==> src/rtl/decode_issue_controller.sv <==
// Issue/hazard controller between decode and execute: load scoreboard, outstanding-load
// limit, post-redirect drop window and stall-cycle monitor.
module decode_issue_controller #(
  parameter int LOAD_LIMIT      = 4,
  parameter int FLUSH_CYCLES    = 2,
  parameter int STALL_CNT_WIDTH = 16
) (
  input  logic                       CLK,
  input  logic                       RST,
  input  logic                       INS_VALID,
  output logic                       INS_READY,
  input  logic [4:0]                 RS1_ADDRESS,
  input  logic                       RS1_USED,
  input  logic [4:0]                 RS2_ADDRESS,
  input  logic                       RS2_USED,
  input  logic [4:0]                 RD_ADDRESS,
  input  logic                       RD_WRITE_ENABLE,
  input  logic                       IS_LOAD,
  input  logic                       EX_READY,
  output logic                       ISSUE_VALID,
  output logic                       BUBBLE,
  input  logic                       WB_VALID,
  input  logic [4:0]                 WB_RD_ADDRESS,
  input  logic                       FLUSH,
  output logic                       STALL,
  output logic [1:0]                 STATE,
  output logic [3:0]                 LOAD_COUNT,
  output logic [STALL_CNT_WIDTH-1:0] STALL_CYCLES
);

  // state        | meaning
  // RUN          | issuing normally
  // HAZARD_STALL | valid instruction held on a hazard
  // FLUSH_DRAIN  | wrong-path instructions consumed and dropped
  typedef enum logic [1:0] {
    RUN          = 2'b00,
    HAZARD_STALL = 2'b01,
    FLUSH_DRAIN  = 2'b10
  } state_t;

  localparam logic [3:0] DRAIN_LOAD = 4'(FLUSH_CYCLES - 1);
  localparam logic [3:0] LOAD_MAX   = 4'(LOAD_LIMIT);

  state_t      state, state_nxt;
  logic [3:0]  drain_cnt, drain_nxt;
  logic [31:0] pending, pending_nxt, pend_eff, wb_mask;
  logic        hazard, drop, issue, load_issue, wb_dec;

  // A write-back completing this cycle already satisfies its readers.
  assign wb_mask  = WB_VALID ? (32'd1 << WB_RD_ADDRESS) : 32'd0;
  assign pend_eff = pending & ~wb_mask;

  assign hazard = (RS1_USED & pend_eff[RS1_ADDRESS])
                | (RS2_USED & pend_eff[RS2_ADDRESS])
                | (RD_WRITE_ENABLE & pend_eff[RD_ADDRESS])
                | (IS_LOAD & (LOAD_COUNT == LOAD_MAX) & ~WB_VALID);

  assign drop  = FLUSH | (state == FLUSH_DRAIN);
  assign issue = INS_VALID & ~hazard & EX_READY & ~drop & ~RST;

  assign ISSUE_VALID = issue;
  assign INS_READY   = issue | (INS_VALID & drop & ~RST);
  assign BUBBLE      = ~issue;
  assign STALL       = INS_VALID & ~drop & ~issue & ~RST;
  assign STATE       = state;

  assign load_issue = issue & IS_LOAD;
  assign wb_dec     = WB_VALID & (LOAD_COUNT != 4'd0);

  always_comb begin
    pending_nxt = pending & ~wb_mask;
    if (load_issue && RD_WRITE_ENABLE && (RD_ADDRESS != 5'd0))
      pending_nxt[RD_ADDRESS] = 1'b1;
    pending_nxt[0] = 1'b0;
  end

  always_comb begin
    state_nxt = state;
    drain_nxt = drain_cnt;
    if (FLUSH) begin
      drain_nxt = DRAIN_LOAD;
      state_nxt = (DRAIN_LOAD == 4'd0) ? RUN : FLUSH_DRAIN;
    end else begin
      case (state)
        RUN:          if (INS_VALID && hazard) state_nxt = HAZARD_STALL;
        HAZARD_STALL: if (!(INS_VALID && hazard)) state_nxt = RUN;
        FLUSH_DRAIN: begin
          if (drain_cnt <= 4'd1) begin
            drain_nxt = 4'd0;
            state_nxt = RUN;
          end else begin
            drain_nxt = drain_cnt - 4'd1;
          end
        end
        default:      state_nxt = RUN;
      endcase
    end
  end

  always_ff @(posedge CLK or posedge RST) begin
    if (RST) begin
      state        <= RUN;
      drain_cnt    <= 4'd0;
      pending      <= 32'd0;
      LOAD_COUNT   <= 4'd0;
      STALL_CYCLES <= '0;
    end else begin
      state     <= state_nxt;
      drain_cnt <= drain_nxt;
      pending   <= pending_nxt;
      case ({load_issue, wb_dec})
        2'b10:   LOAD_COUNT <= LOAD_COUNT + 4'd1;
        2'b01:   LOAD_COUNT <= LOAD_COUNT - 4'd1;
        default: LOAD_COUNT <= LOAD_COUNT;
      endcase
      if (STALL && (STALL_CYCLES != {STALL_CNT_WIDTH{1'b1}}))
        STALL_CYCLES <= STALL_CYCLES + 1'b1;
    end
  end

endmodule

==> config.mk <==
export PLATFORM = sky130hd
export DESIGN_NAME = decode_issue_controller
export DESIGN_NICKNAME = d
export VERILOG_FILES = /design/src/rtl/decode_issue_controller.sv
export SDC_FILE = /design/constraint.sdc
export NUM_CORES = 1
export LEC_CHECK = 0
export ABC_AREA = 1
export CAP_MARGIN = 5
export CORE_ASPECT_RATIO = 0.75
export CORE_MARGIN = 4
export CORE_UTILIZATION = 25
export CTS_BUF_LIST = sky130_fd_sc_hd__clkbuf_16
export CTS_CLUSTER_DIAMETER = 100
export DETAILED_ROUTE_END_ITERATION = 6
export SLEW_MARGIN = 20
export SYNTH_ARGS = -nofsm -noshare
export SYNTH_HDL_FRONTEND = slang
export SYNTH_SLANG_ARGS = --single-unit
==> constraint.sdc <==
create_clock -name CLK -period 10.12 [get_ports CLK]
set_input_delay 2.024 -clock CLK [delete_from_list [all_inputs] [get_ports CLK]]
set_output_delay 2.024 -clock CLK [all_outputs]
set_load 0.02 [all_outputs]
Word level (Yosys, flattened, before mapping)
Index checks and enable logic that the tools add are counted.
W data, S select, Z words.
{"block": "totals", "output_inout_bits": 26, "elab_cells": 83, "ff_bits": 57, "input_bits": 30}
{"block": "classes", "shifts": 1, "n_reduce_logical": 11, "addsub": 4, "mux": 19, "eq_ne": 9, "n_bitwise": 29, "n_lt_le_gt_ge": 5}
{"operator": "$mux W32", "count": 2}
{"operator": "$and A32 B32 Y32", "count": 1}
{"operator": "$not A32 Y32", "count": 1}
{"operator": "$or A32 B32 Y32", "count": 1}
{"operator": "$shl A1 B5 Y32 const A", "count": 1}
{"operator": "$lt A5 B6 Y1 const B", "count": 3}
{"operator": "$add A16 B1 Y16 const B", "count": 1}
{"operator": "$and A1 B1 Y1", "count": 16}
{"operator": "$ne A16 B16 Y1 const B", "count": 1}
{"operator": "$bmux W1 S5", "count": 3}
{"operator": "$mux W4", "count": 3}
{"operator": "$mux W2", "count": 4}
{"operator": "$pmux W4 S2", "count": 1}
{"operator": "$sub A4 B1 Y4 const B", "count": 2}
{"operator": "$ne A3 B3 Y1 const B", "count": 2}
{"operator": "$pmux W2 S3", "count": 1}
{"operator": "$demux W1 S5", "count": 1}
{"operator": "$ge A5 B1 Y1 const B", "count": 1}
{"operator": "$logic_and A1 B1 Y1", "count": 5}
{"operator": "$not A1 Y1", "count": 5}
{"operator": "$or A1 B1 Y1", "count": 5}
{"operator": "$reduce_bool A5 Y1", "count": 1}
{"operator": "$add A4 B1 Y4 const B", "count": 1}
{"operator": "$eq A2 B1 Y1 const B", "count": 2}
{"operator": "9 further kinds", "count": 14}

Longest topological paths before layout
Gate-level depths: netlist of the first run.
{"block": "logic_depth", "ltp_word": 19, "mapped_depth": 27, "depth_no_buf": 25}

Worst setup path after synthesis of the first run
Ideal clock, no wire load.
{"block": "synth_timing", "kind": "input port to output port", "start": "input RST", "end": "output STALL", "path_stages": 8, "setup_slack_ps": 3813, "path_buffers": 0, "t_required_ps": 8096, "t_arrival_ps": 4283, "path_cell_list": "inv_1 > nand3_1 > inv_1 > nand2_1 > inv_1 > nand4_4 > inv_1 > nor2_1"}
{"block": "synth_between", "elab_chain_cells": 5}
{"element": "start, declared", "line_no": "9", "rtl": "input logic RST,"}
{"element": "$not A1 Y1", "line_no": "59", "rtl": "assign issue = INS_VALID & ~hazard & EX_READY & ~drop & ~RST;"}
{"element": "$and A1 B1 Y1", "line_no": "59"}
{"element": "$not A1 Y1"}
{"element": "named net BUBBLE", "line_no": "21", "rtl": "output logic BUBBLE,"}
{"element": "$and A1 B1 Y1 (2 in series)", "line_no": "64", "rtl": "assign STALL = INS_VALID & ~drop & ~issue & ~RST;"}
{"element": "end, declared", "line_no": "25", "rtl": "output logic STALL,"}
The timed path passes the listed nets, and every way through them passes these cells.

Worst setup path after layout of the first run
{"block": "layout_timing", "start": "input RS1_ADDRESS[0]", "end": "output ISSUE_VALID"}
{"block": "layout_between", "elab_chain_cells": 11}
{"element": "start, declared", "line_no": "12", "rtl": "input logic [4:0] RS1_ADDRESS,"}
{"element": "$bmux W1 S5", "line_no": "53", "rtl": "assign hazard = (RS1_USED & pend_eff[RS1_ADDRESS])"}
{"element": "$mux W1 (not written as such)", "line_no": "53"}
{"element": "$and A1 B1 Y1", "line_no": "53"}
{"element": "$or A1 B1 Y1", "line_no": "54", "rtl": "| (RS2_USED & pend_eff[RS2_ADDRESS])"}
{"element": "$or A1 B1 Y1", "line_no": "55", "rtl": "| (RD_WRITE_ENABLE & pend_eff[RD_ADDRESS])"}
{"element": "$or A1 B1 Y1", "line_no": "56", "rtl": "| (IS_LOAD & (LOAD_COUNT == LOAD_MAX) & ~WB_VALID);"}
{"element": "$not A1 Y1", "line_no": "59"}
{"element": "$and A1 B1 Y1 (4 in series)", "line_no": "59"}
{"element": "end, declared", "line_no": "20", "rtl": "output logic ISSUE_VALID,"}
No other way between the ends. The select of a mux whose other input is x is not followed.

==> results.json, run 1 <==
{
  "crit_path_start_kind": "input port",
  "slew_headroom": 0.2288,
  "antenna_cells": 0,
  "r2r-start": "pending[23]$_DFF_PP0_",
  "design_area_mm2": 0.005283,
  "power_mw": 0.7724,
  "slew_violations": 0,
  "power_density_mw_per_mm2": 146.2,
  "drt-wirelength-per-cell_um": 16.35,
  "drc": 0,
  "min-delay-start": "LOAD_COUNT[0]$_DFFE_PP0P_",
  "synth_area_mm2": 0.004309,
  "cts_resized": 0,
  "synthArstFlopShare": 1.000,
  "timing.final.crit_share": 0.7082,
  "yosysSeqAreaShare": 0.3310,
  "syn_area_per_cell_um2": 6.529,
  "final_cell_count_no_fill": 922,
  "portBuffers": 55,
  "fin_crit_ns": 7.167,
  "tightest_slew_ns": 1.153,
  "place_ws_ns": 3.032,
  "synthTopCellsByArea": "dfrtp_1 (33%), nand3_1 (17%), nand2_1 (15%)",
  "drt_iter0_drc": 665,
  "firstDrtPassIters": 5,
  "cts_buffers": 9,
  "routed_wl_um": 15070,
  "yosys_warnings": 0,
  "fmax_mhz": 139.5,
  "setup_viol": 0,
  "place_inst": 906,
  "postCtsHoldBufs": 0,
  "critPathLaunch": "RS1_ADDRESS[0]",
  "clkLatencyLatePin_ns": 0.34,
  "dpl_cell_area_mm2": 0.005002,
  "via_per_inst": 5.149,
  "syn_inst": 660,
  "maxCapViolations": 0,
  "die_y_um": 121.7,
  "yosysUniqueCellTypes": 31,
  "start_util": 0.2553,
  "synth_top_cell_by_area": "dfrtp_1",
  "cts_setup_buffers": 0,
  "final.setup_skew_ns": 0.008254,
  "drive_gt1_frac": 0.03819,
  "grt_max_degree": 60,
  "h-tree-depth": 3,
  "crit_type": "input port to output port",
  "power.leakage_nw": 2.318,
  "min_path_type": "register to register",
  "first_global_vias": 4173,
  "grt.total_usage": 0.1557,
  "synth_compound_area_frac": 0.03891,
  "arrival_ns": 5.14,
  "synth-main-ff-cell": "dfrtp_1",
  "outcome": "finished clean",
  "final_nets": 739,
  "antenna_found_initial": 0,
  "synth_top_area_share": 0.3310,
  "ys_seq_elements": 57,
  "clk_path_buf_depth": 2,
  "cts_sinks": 57,
  "ioPinCount": 56,
  "synth-simple-area-share": 0.4727,
  "place_congestion": 0.9360,
  "cts_tree": "yes",
  "num_vias": 4747,
  "syn_nets": 697,
  "synth_top_family_by_area": "simple AND/OR/NAND/NOR gates",
  "die_w_um": 159.6,
  "synth_top_cells_by_count": "nand2_1 (172), nand3_1 (149), inv_1 (68), nor2_1 (68), dfrtp_1 (57)",
  "synthMuxAreaShare": 0,
  "required_ns": 8.10,
  "fin_ws_ns": 2.953,
  "hold_viol": 0,
  "dieArea_mm2": 0.01942,
  "synth-edff-count": 0,
  "synthMostInstantiatedCell": "nand2_1",
  "cp-end-kind": "output port",
  "synth_xor_xnor_area_share": 0.04065,
  "synth-adder-area-share": 0.02207,
  "rsz0062_at_grt": "false",
  "core_mm2": 0.01688,
  "cts_root_buf": "clkbuf_16",
  "fp-row-count": 41,
  "clk_pin_slew_ns": 0.05,
  "area_growth_pct": 22.59,
  "peakVddDrop_uv": 72.44,
  "drtAntennaViolNets": 0,
  "grt-ovfl-total": 0,
  "grt_pass1_wl_um": 23720,
  "path_max_fanout": 17,
  "place_hpwl_um": 11000,
  "setup-tns-final_ns": 0
}
## flip-flops by register name, indices dropped and copies added (netlist names)
register and cells:
STALL_CYCLES 16, pending 31, LOAD_COUNT 4, drain_cnt 4
STATE 2
## placed cells by master (no fill, tap or decap), types with 2 or more instances in the layout
cell type / n
a21oi_1: 4
buf_4: 2
clkbuf_16: 9
clkdlybuf4s50_1: 55
clkinv_2: 2
dfrtp_1: 57
ha_1: 6
inv_1: 70
inv_2: 4
nand2_1: 172
nand3_1: 149
nand4_1: 42
nor2_1: 68
nor2_2: 5
nor2_4: 2
nor3_1: 6
nor4_1: 2
o21ai_0: 5
o21ai_1: 16
o22ai_1: 2
xnor2_1: 7
xor2_1: 13
## power breakdown
group          leakage (nW)  total [mW]  internal [mW]  switching [mW]
Clock                 0.150       0.290          0.186           0.105
Sequential            0.776       0.272          0.248          0.0248
Combinational          1.39       0.210         0.0851           0.124
Total                  2.32       0.772          0.518           0.254
## stage by stage
stage	utilization	hold slack, ns
2_1_floorplan	-	0.4919
3_3_place_gp	0.2964	0.5058
3_5_place_dp	0.2964	0.5247
4_1_cts	0.3130	0.5413
5_1_grt	0.3130	0.5818
6_report	0.3130	0.5400
## critical path, stage by stage
cell and delay (ns):
clkdlybuf4s50_1 0.94, inv_1 0.48, nand3_1 0.21, nand3_1 0.09, nand3_1 0.13, nand3_1 0.10, nand2_1 0.08, nand2_1 0.05
nand3_1 0.14, nand4_4 0.17, inv_1 0.11, clkdlybuf4s50_1 0.60
## path summary, 6_finish.rpt
check                                         endpoint  slack (ns)  cells after the start
setup / recovery                           ISSUE_VALID        2.95                     12
hold / removal               LOAD_COUNT[0]$_DFFE_PP0P_        0.54                      1
setup reg to reg             LOAD_COUNT[3]$_DFFE_PP0P_        6.55                     20
hold reg to reg              LOAD_COUNT[0]$_DFFE_PP0P_        0.54                      1
max in group asynchronous        pending[28]$_DFF_PP0_        7.37                      3
min in group asynchronous  STALL_CYCLES[0]$_DFFE_PP0P_        2.25                      3
## area by class of cell
| class | instances | area (µm²) |
|---|---|---|
| clock buffer | 9 | 225.2 |
| tap | 215 | 269.0 |
| multi-input combinational | 506 | 2475 |
| fill | 1820 | 11590 |
| inverter | 71 | 266.5 |
| clock inverter | 7 | 55.05 |
| timing repair buffer | 57 | 565.5 |
| sequential | 57 | 1426 |
## metal layers
metal / up-vias / global-route usage / part of all wire
li1: 2271 / - / -
met1: 2216 / 0.2348 / 0.48
met2: 237 / 0.2099 / 0.41
met3: 23 / 0.04498 / 0.092
met4: 0 / 0.05095 / 0.020
met5: - / 0 / 0
## cells by family (layout without fill, tap and decap cells)
family / count (synthesis) / count (layout)
adders and majority gates: 7 / 7
buffers and inverters: 97 / 144
DFF: 57 / 57
AOI/OAI and AO/OA: 31 / 31
xor gates and xnor gates: 20 / 20
and+or+nand+nor: 448 / 448
Power figures use the tool's default switching activity.
==> inputs of run 2 (changes only) <==
==> constraint.sdc (replaced) <==
create_clock -name CLK -period 6.9 [get_ports CLK]
set_input_delay 1.38 -clock CLK [delete_from_list [all_inputs] [get_ports CLK]]
set_output_delay 1.38 -clock CLK [all_outputs]
set_load 0.02 [all_outputs]
==> results.json, run 2 (synthesized netlist as in run 1, its figures left out) <==
{
  "drtAntennaViolNets": 0,
  "crit_path_start_kind": "input port",
  "drive_gt1_frac": 0.04775,
  "fin_ws_ns": 1.163,
  "first_global_vias": 4480,
  "largest_register_ffs": 31,
  "hold_ws_ns": 0.5321,
  "place_ws_ns": 1.247,
  "min-delay-start": "STALL_CYCLES[15]$_DFFE_PP0P_",
  "antenna_cells": 0,
  "drc": 0,
  "final_cell_count_no_fill": 927,
  "power.leakage_nw": 2.344,
  "place_hpwl_um": 10940,
  "place_congestion": 0.9719,
  "cts_tree": "yes",
  "power_mw": 1.182,
  "regArea_mm2": 0.001426,
  "grt.total_usage": 0.1588,
  "r2r-start": "pending[13]$_DFF_PP0_",
  "die_w_um": 159.6,
  "clkLatencyLatePin_ns": 0.33,
  "maxCapViolations": 0,
  "drt_iter0_drc": 526,
  "fin_crit_ns": 5.737,
  "final_nets": 745,
  "cts_setup_buffers": 0,
  "layout_commonest_cell": "nand2_1",
  "top_layer": "met4",
  "top_regs": "pending: 31 flops, STALL_CYCLES: 16 flops",
  "min_path_type": "register to register",
  "path_buf_inv": 4,
  "final.setup_skew_ns": 0.006799,
  "grt_pass1_wl_um": 24510,
  "crit_type": "input port to output port",
  "clk_pin_slew_ns": 0.05,
  "hold_viol": 0,
  "area_growth_pct": 24.30,
  "grt_max_degree": 59,
  "arrival_ns": 4.36,
  "final_cell_mix": "nand2_1 (172), nand3_1 (149), nor2_1 (68)",
  "via_per_inst": 5.125,
  "slew_headroom": 0.3199,
  "fp-row-count": 41,
  "tightest_slew_ns": 1.018,
  "drt-wirelength-per-cell_um": 16.26,
  "cts_resized": 0,
  "design_area_mm2": 0.005356,
  "timing.final.crit_share": 0.8314,
  "crit_top_cell": "nand2_1",
  "cp_top_family": "buffers and inverters",
  "clk_path_buf_depth": 2,
  "slew_violations": 0,
  "route.met3.wl_um": 1615,
  "grt-ovfl-total": 0,
  "antenna_found_initial": 0,
  "wl_met2_um": 6101,
  "wl_met1_um": 6992,
  "cts_sinks": 57,
  "cts_root_buf": "clkbuf_16",
  "outcome": "finished clean",
  "portBuffers": 55,
  "h-tree-depth": 3,
  "rsz0062_at_grt": "false",
  "core_mm2": 0.01688,
  "critical_path.cell_chain": "clkdlybuf4s50_1, inv_2, nor2_1, nand2_1, nand2_1, nand2_1, nand2_1, nor2_1, nand2_1, nand3_1, nand3_1, nor2_1, nor2_2, nand4_4, inv_1, clkdlybuf4s50_1",
  "slowest_stage": "clkdlybuf4s50_1",
  "cpPeakStageDelay_ns": 0.73,
  "largest-register": "pending",
  "setup_viol": 0,
  "peakVddDrop_uv": 122.1,
  "cp-end-kind": "output port",
  "nFillCells": 1837,
  "firstDrtPassIters": 5,
  "postCtsHoldBufs": 0,
  "fin_util": 0.3174,
  "start_util": 0.2553,
  "critPathLaunch": "WB_RD_ADDRESS[3]",
  "power_density_mw_per_mm2": 220.6,
  "required_ns": 5.52,
  "multi_input_area_mm2": 0.002475,
  "die_y_um": 121.7,
  "place_inst": 912,
  "dieArea_mm2": 0.01942,
  "routed_wl_um": 15070,
  "setup-tns-final_ns": 0,
  "dpl_cell_area_mm2": 0.005047,
  "num_vias": 4751,
  "cts_buffers": 9,
  "path_max_fanout": 14,
  "fmax_mhz": 174.3,
  "ioPinCount": 56
}
-- run 2: final cells by class --
type	instances	area share
clock inverters	6	0.01565
inverters	71	0.04975
flip-flops and latches	57	0.2663
clock buffers	9	0.04205
well taps	215	0.05022
multi-input cells	506	0.4620
repair buffers	63	0.1140
-- run 2: worst paths after layout --
kind                       slack (ns)                            to  cells past startpoint
hold / removal                   0.53  STALL_CYCLES[15]$_DFFE_PP0P_                      2
min in group asynchronous        1.60      drain_cnt[3]$_DFFE_PP0N_                      3
hold reg to reg                  0.53  STALL_CYCLES[15]$_DFFE_PP0P_                      2
setup / recovery                 1.16                   ISSUE_VALID                     16
max in group asynchronous        4.79         pending[13]$_DFF_PP0_                      3
setup reg to reg                 3.62     LOAD_COUNT[3]$_DFFE_PP0P_                     22
-- run 2: worst register-to-register path, delay by kind of cell (launching register included) --
family | cells | cell delay [ns]
buffers and inverters | 2 | 0.43
xor gates and xnor gates | 1 | 0.12
DFF | 1 | 0.40
and+or+nand+nor | 16 | 1.42
adders and majority gates | 2 | 0.58
AOI/OAI and AO/OA | 1 | 0.24
-- run 2: power by group --
group	switching (mW)	leakage (nW)	internal, mW	total [mW]
registers	0.0362	0.776	0.363	0.399
clock network	0.157	0.147	0.312	0.469
logic	0.187	1.42	0.127	0.314
total	0.380	2.34	0.802	1.18
-- run 2: per-layer routing --
metal | vias up | track usage
met2 | 264 | 0.2208
met5 | - | 0
met1 | 2168 | 0.2297
met4 | 0 | 0.05799
met3 | 36 | 0.04971
li1 | 2283 | -
==> inputs of run 3 (changes only) <==
==> constraint.sdc (replaced) <==
create_clock -name CLK -period 4.9 [get_ports CLK]
set_input_delay 0.98 -clock CLK [delete_from_list [all_inputs] [get_ports CLK]]
set_output_delay 0.98 -clock CLK [all_outputs]
set_load 0.02 [all_outputs]
==> results.json, run 3 (synthesized netlist as in run 1, its figures left out) <==
{
  "top_regs": "pending: 31 flops, STALL_CYCLES: 16 flops",
  "final.setup_skew_ns": 0.009986,
  "ioPinCount": 56,
  "clkLatencyLatePin_ns": 0.34,
  "power.leakage_nw": 2.454,
  "path_max_fanout": 6,
  "hold_ws_ns": 0.5323,
  "grt-ovfl-total": 0,
  "drtAntennaViolNets": 0,
  "antenna_cells": 0,
  "fmax_mhz": 212.7,
  "critical_path_depth": 18,
  "cpPeakStageDelay_ns": 0.60,
  "via_per_inst": 5.021,
  "largest-register": "pending",
  "peakVddDrop_uv": 127.0,
  "cp_top_family": "simple AND/OR/NAND/NOR gates",
  "critical_path.cell_chain": "clkdlybuf4s50_1, inv_1, nand3_1, nor2_1, nand2_1, nand2_1, nand2_1, o21ai_0, nor2_1, nor2_1, nor2_1, nand2_1, nor2_1, nor2_2, nand4_4, inv_1, nor2_1, clkdlybuf4s50_1",
  "clk_pin_slew_ns": 0.05,
  "required_ns": 3.92,
  "clk_path_buf_depth": 2,
  "fp-row-count": 41,
  "layout_commonest_cell": "nand2_1",
  "critPathLaunch": "WB_RD_ADDRESS[0]",
  "tightest_slew_ns": 1.068,
  "slew_violations": 0,
  "rrSetupSlack_ns": 1.86,
  "crit_path_start_kind": "input port",
  "reg2reg_depth": 21,
  "fin_util": 0.3269,
  "maxCapViolations": 0,
  "drt-wirelength-per-cell_um": 16.58,
  "crit_type": "input port to output port",
  "core_mm2": 0.01688,
  "cts_sinks": 57,
  "portBuffers": 55,
  "fin_crit_ns": 4.702,
  "area_growth_pct": 28.02,
  "largest_register_ffs": 31,
  "route.met3.wl_um": 1599,
  "power_mw": 1.742,
  "cts_buffers": 9,
  "grt_pass1_wl_um": 24970,
  "dpl_cell_area_mm2": 0.005145,
  "h-tree-depth": 3,
  "start_util": 0.2553,
  "final_nets": 761,
  "num_vias": 4740,
  "setup_viol": 0,
  "hold_viol": 0,
  "place_congestion": 0.9216,
  "die_w_um": 159.6,
  "routed_wl_um": 15660,
  "place_hpwl_um": 11160,
  "wl_met1_um": 7218,
  "top_layer": "met4",
  "crit_path_end": "STALL",
  "drive_gt1_frac": 0.07133,
  "postCtsHoldBufs": 0,
  "dieArea_mm2": 0.01942,
  "cts_tree": "yes",
  "slew_headroom": 0.2863,
  "slowest_stage": "clkdlybuf4s50_1",
  "firstDrtPassIters": 5,
  "path_buf_inv": 4,
  "die_y_um": 121.7,
  "drc": 0,
  "min_path_type": "register to register",
  "power_density_mw_per_mm2": 315.8,
  "cp-end-kind": "output port",
  "drt_iter0_drc": 589,
  "design_area_mm2": 0.005517,
  "final_cell_mix": "nand2_1 (172), nand3_1 (149), nor2_1 (68)",
  "antenna_found_initial": 0,
  "wl_met2_um": 6559,
  "outcome": "finished clean",
  "timing.final.crit_share": 0.9595,
  "grt_max_degree": 58,
  "rsz0062_at_grt": "true",
  "first_global_vias": 4444,
  "cts_root_buf": "clkbuf_16",
  "crit_top_cell": "nor2_1",
  "r2r-start": "pending[23]$_DFF_PP0_",
  "arrival_ns": 3.72,
  "r2r-end": "LOAD_COUNT[3]$_DFFE_PP0P_",
  "grt.total_usage": 0.1643
}
## run 3: worst min path at each step
| stage | startpoint | end | slack [ns] | cells after the start |
|---|---|---|---|---|
| 2_1_floorplan | pending[6]$_DFF_PP0_ | pending[6]$_DFF_PP0_ | 0.49 | 2 |
| 3_3_place_gp | STALL_CYCLES[15]$_DFFE_PP0P_ | STALL_CYCLES[15]$_DFFE_PP0P_ | 0.51 | 2 |
| 3_5_place_dp | pending[14]$_DFF_PP0_ | pending[14]$_DFF_PP0_ | 0.52 | 2 |
| 4_1_cts | pending[14]$_DFF_PP0_ | pending[14]$_DFF_PP0_ | 0.53 | 2 |
| 5_1_grt | pending[15]$_DFF_PP0_ | pending[15]$_DFF_PP0_ | 0.56 | 2 |
| 6_report | drain_cnt[3]$_DFFE_PP0N_ | drain_cnt[3]$_DFFE_PP0N_ | 0.53 | 2 |
## run 3: power breakdown
group | internal (mW) | total [mW] | switching [mW]
registers | 0.511 | 0.561 | 0.0504
clock network | 0.491 | 0.724 | 0.232
logic | 0.188 | 0.457 | 0.269
## run 3: cell type report
cell class | instances | area [µm²]
inverter | 71 | 266.5
clock buffer | 9 | 225.2
timing repair buffer | 79 | 745.7
multi-input combinational | 506 | 2475
sequential | 57 | 1426
fill | 1781 | 11360
clock inverter | 7 | 108.9
tap | 215 | 269.0
## run 3: worst register-to-register path, cell delays in order (launching register included)
cell and delay (ns):
dfrtp_1 0.39, a21boi_1 0.14, o21ai_0 0.19, nor2_1 0.07
nor2_1 0.08, nor2_1 0.08, nand2_1 0.06, nor2_1 0.05
nor2_2 0.15, nand4_4 0.13, buf_4 0.18, nor2_4 0.08
inv_1 0.05, ha_1 0.21, ha_1 0.34, nand2_1 0.08
nor2_1 0.04, a211oi_1 0.25, nor2_1 0.07, nor2_1 0.09
nand2_1 0.07, xnor2_1 0.12
## run 3: routing by layer
metal  GRT usage  up-vias
met5           0        -
met4     0.05474        0
met3     0.04904       29
met2      0.2380      255
met1      0.2333     2141
li1            -     2315
## run 3: through the flow
stage / TNS (ns) / std cells / worst slack, ns
2_1_floorplan: 0 / 660 / 0.3957
3_3_place_gp: 0 / 925 / 0.1399
3_5_place_dp: 0 / 925 / 0.1206
4_1_cts: 0 / 941 / 0.1259
5_1_grt: -0.008446 / 944 / -0.008446
6_report: 0 / 944 / 0.1985
## run 3: what timing repair did
item,CTS,global route
setup buffers,0,3
gates resized for setup,0,1
endpoints found under the setup margin,0,3
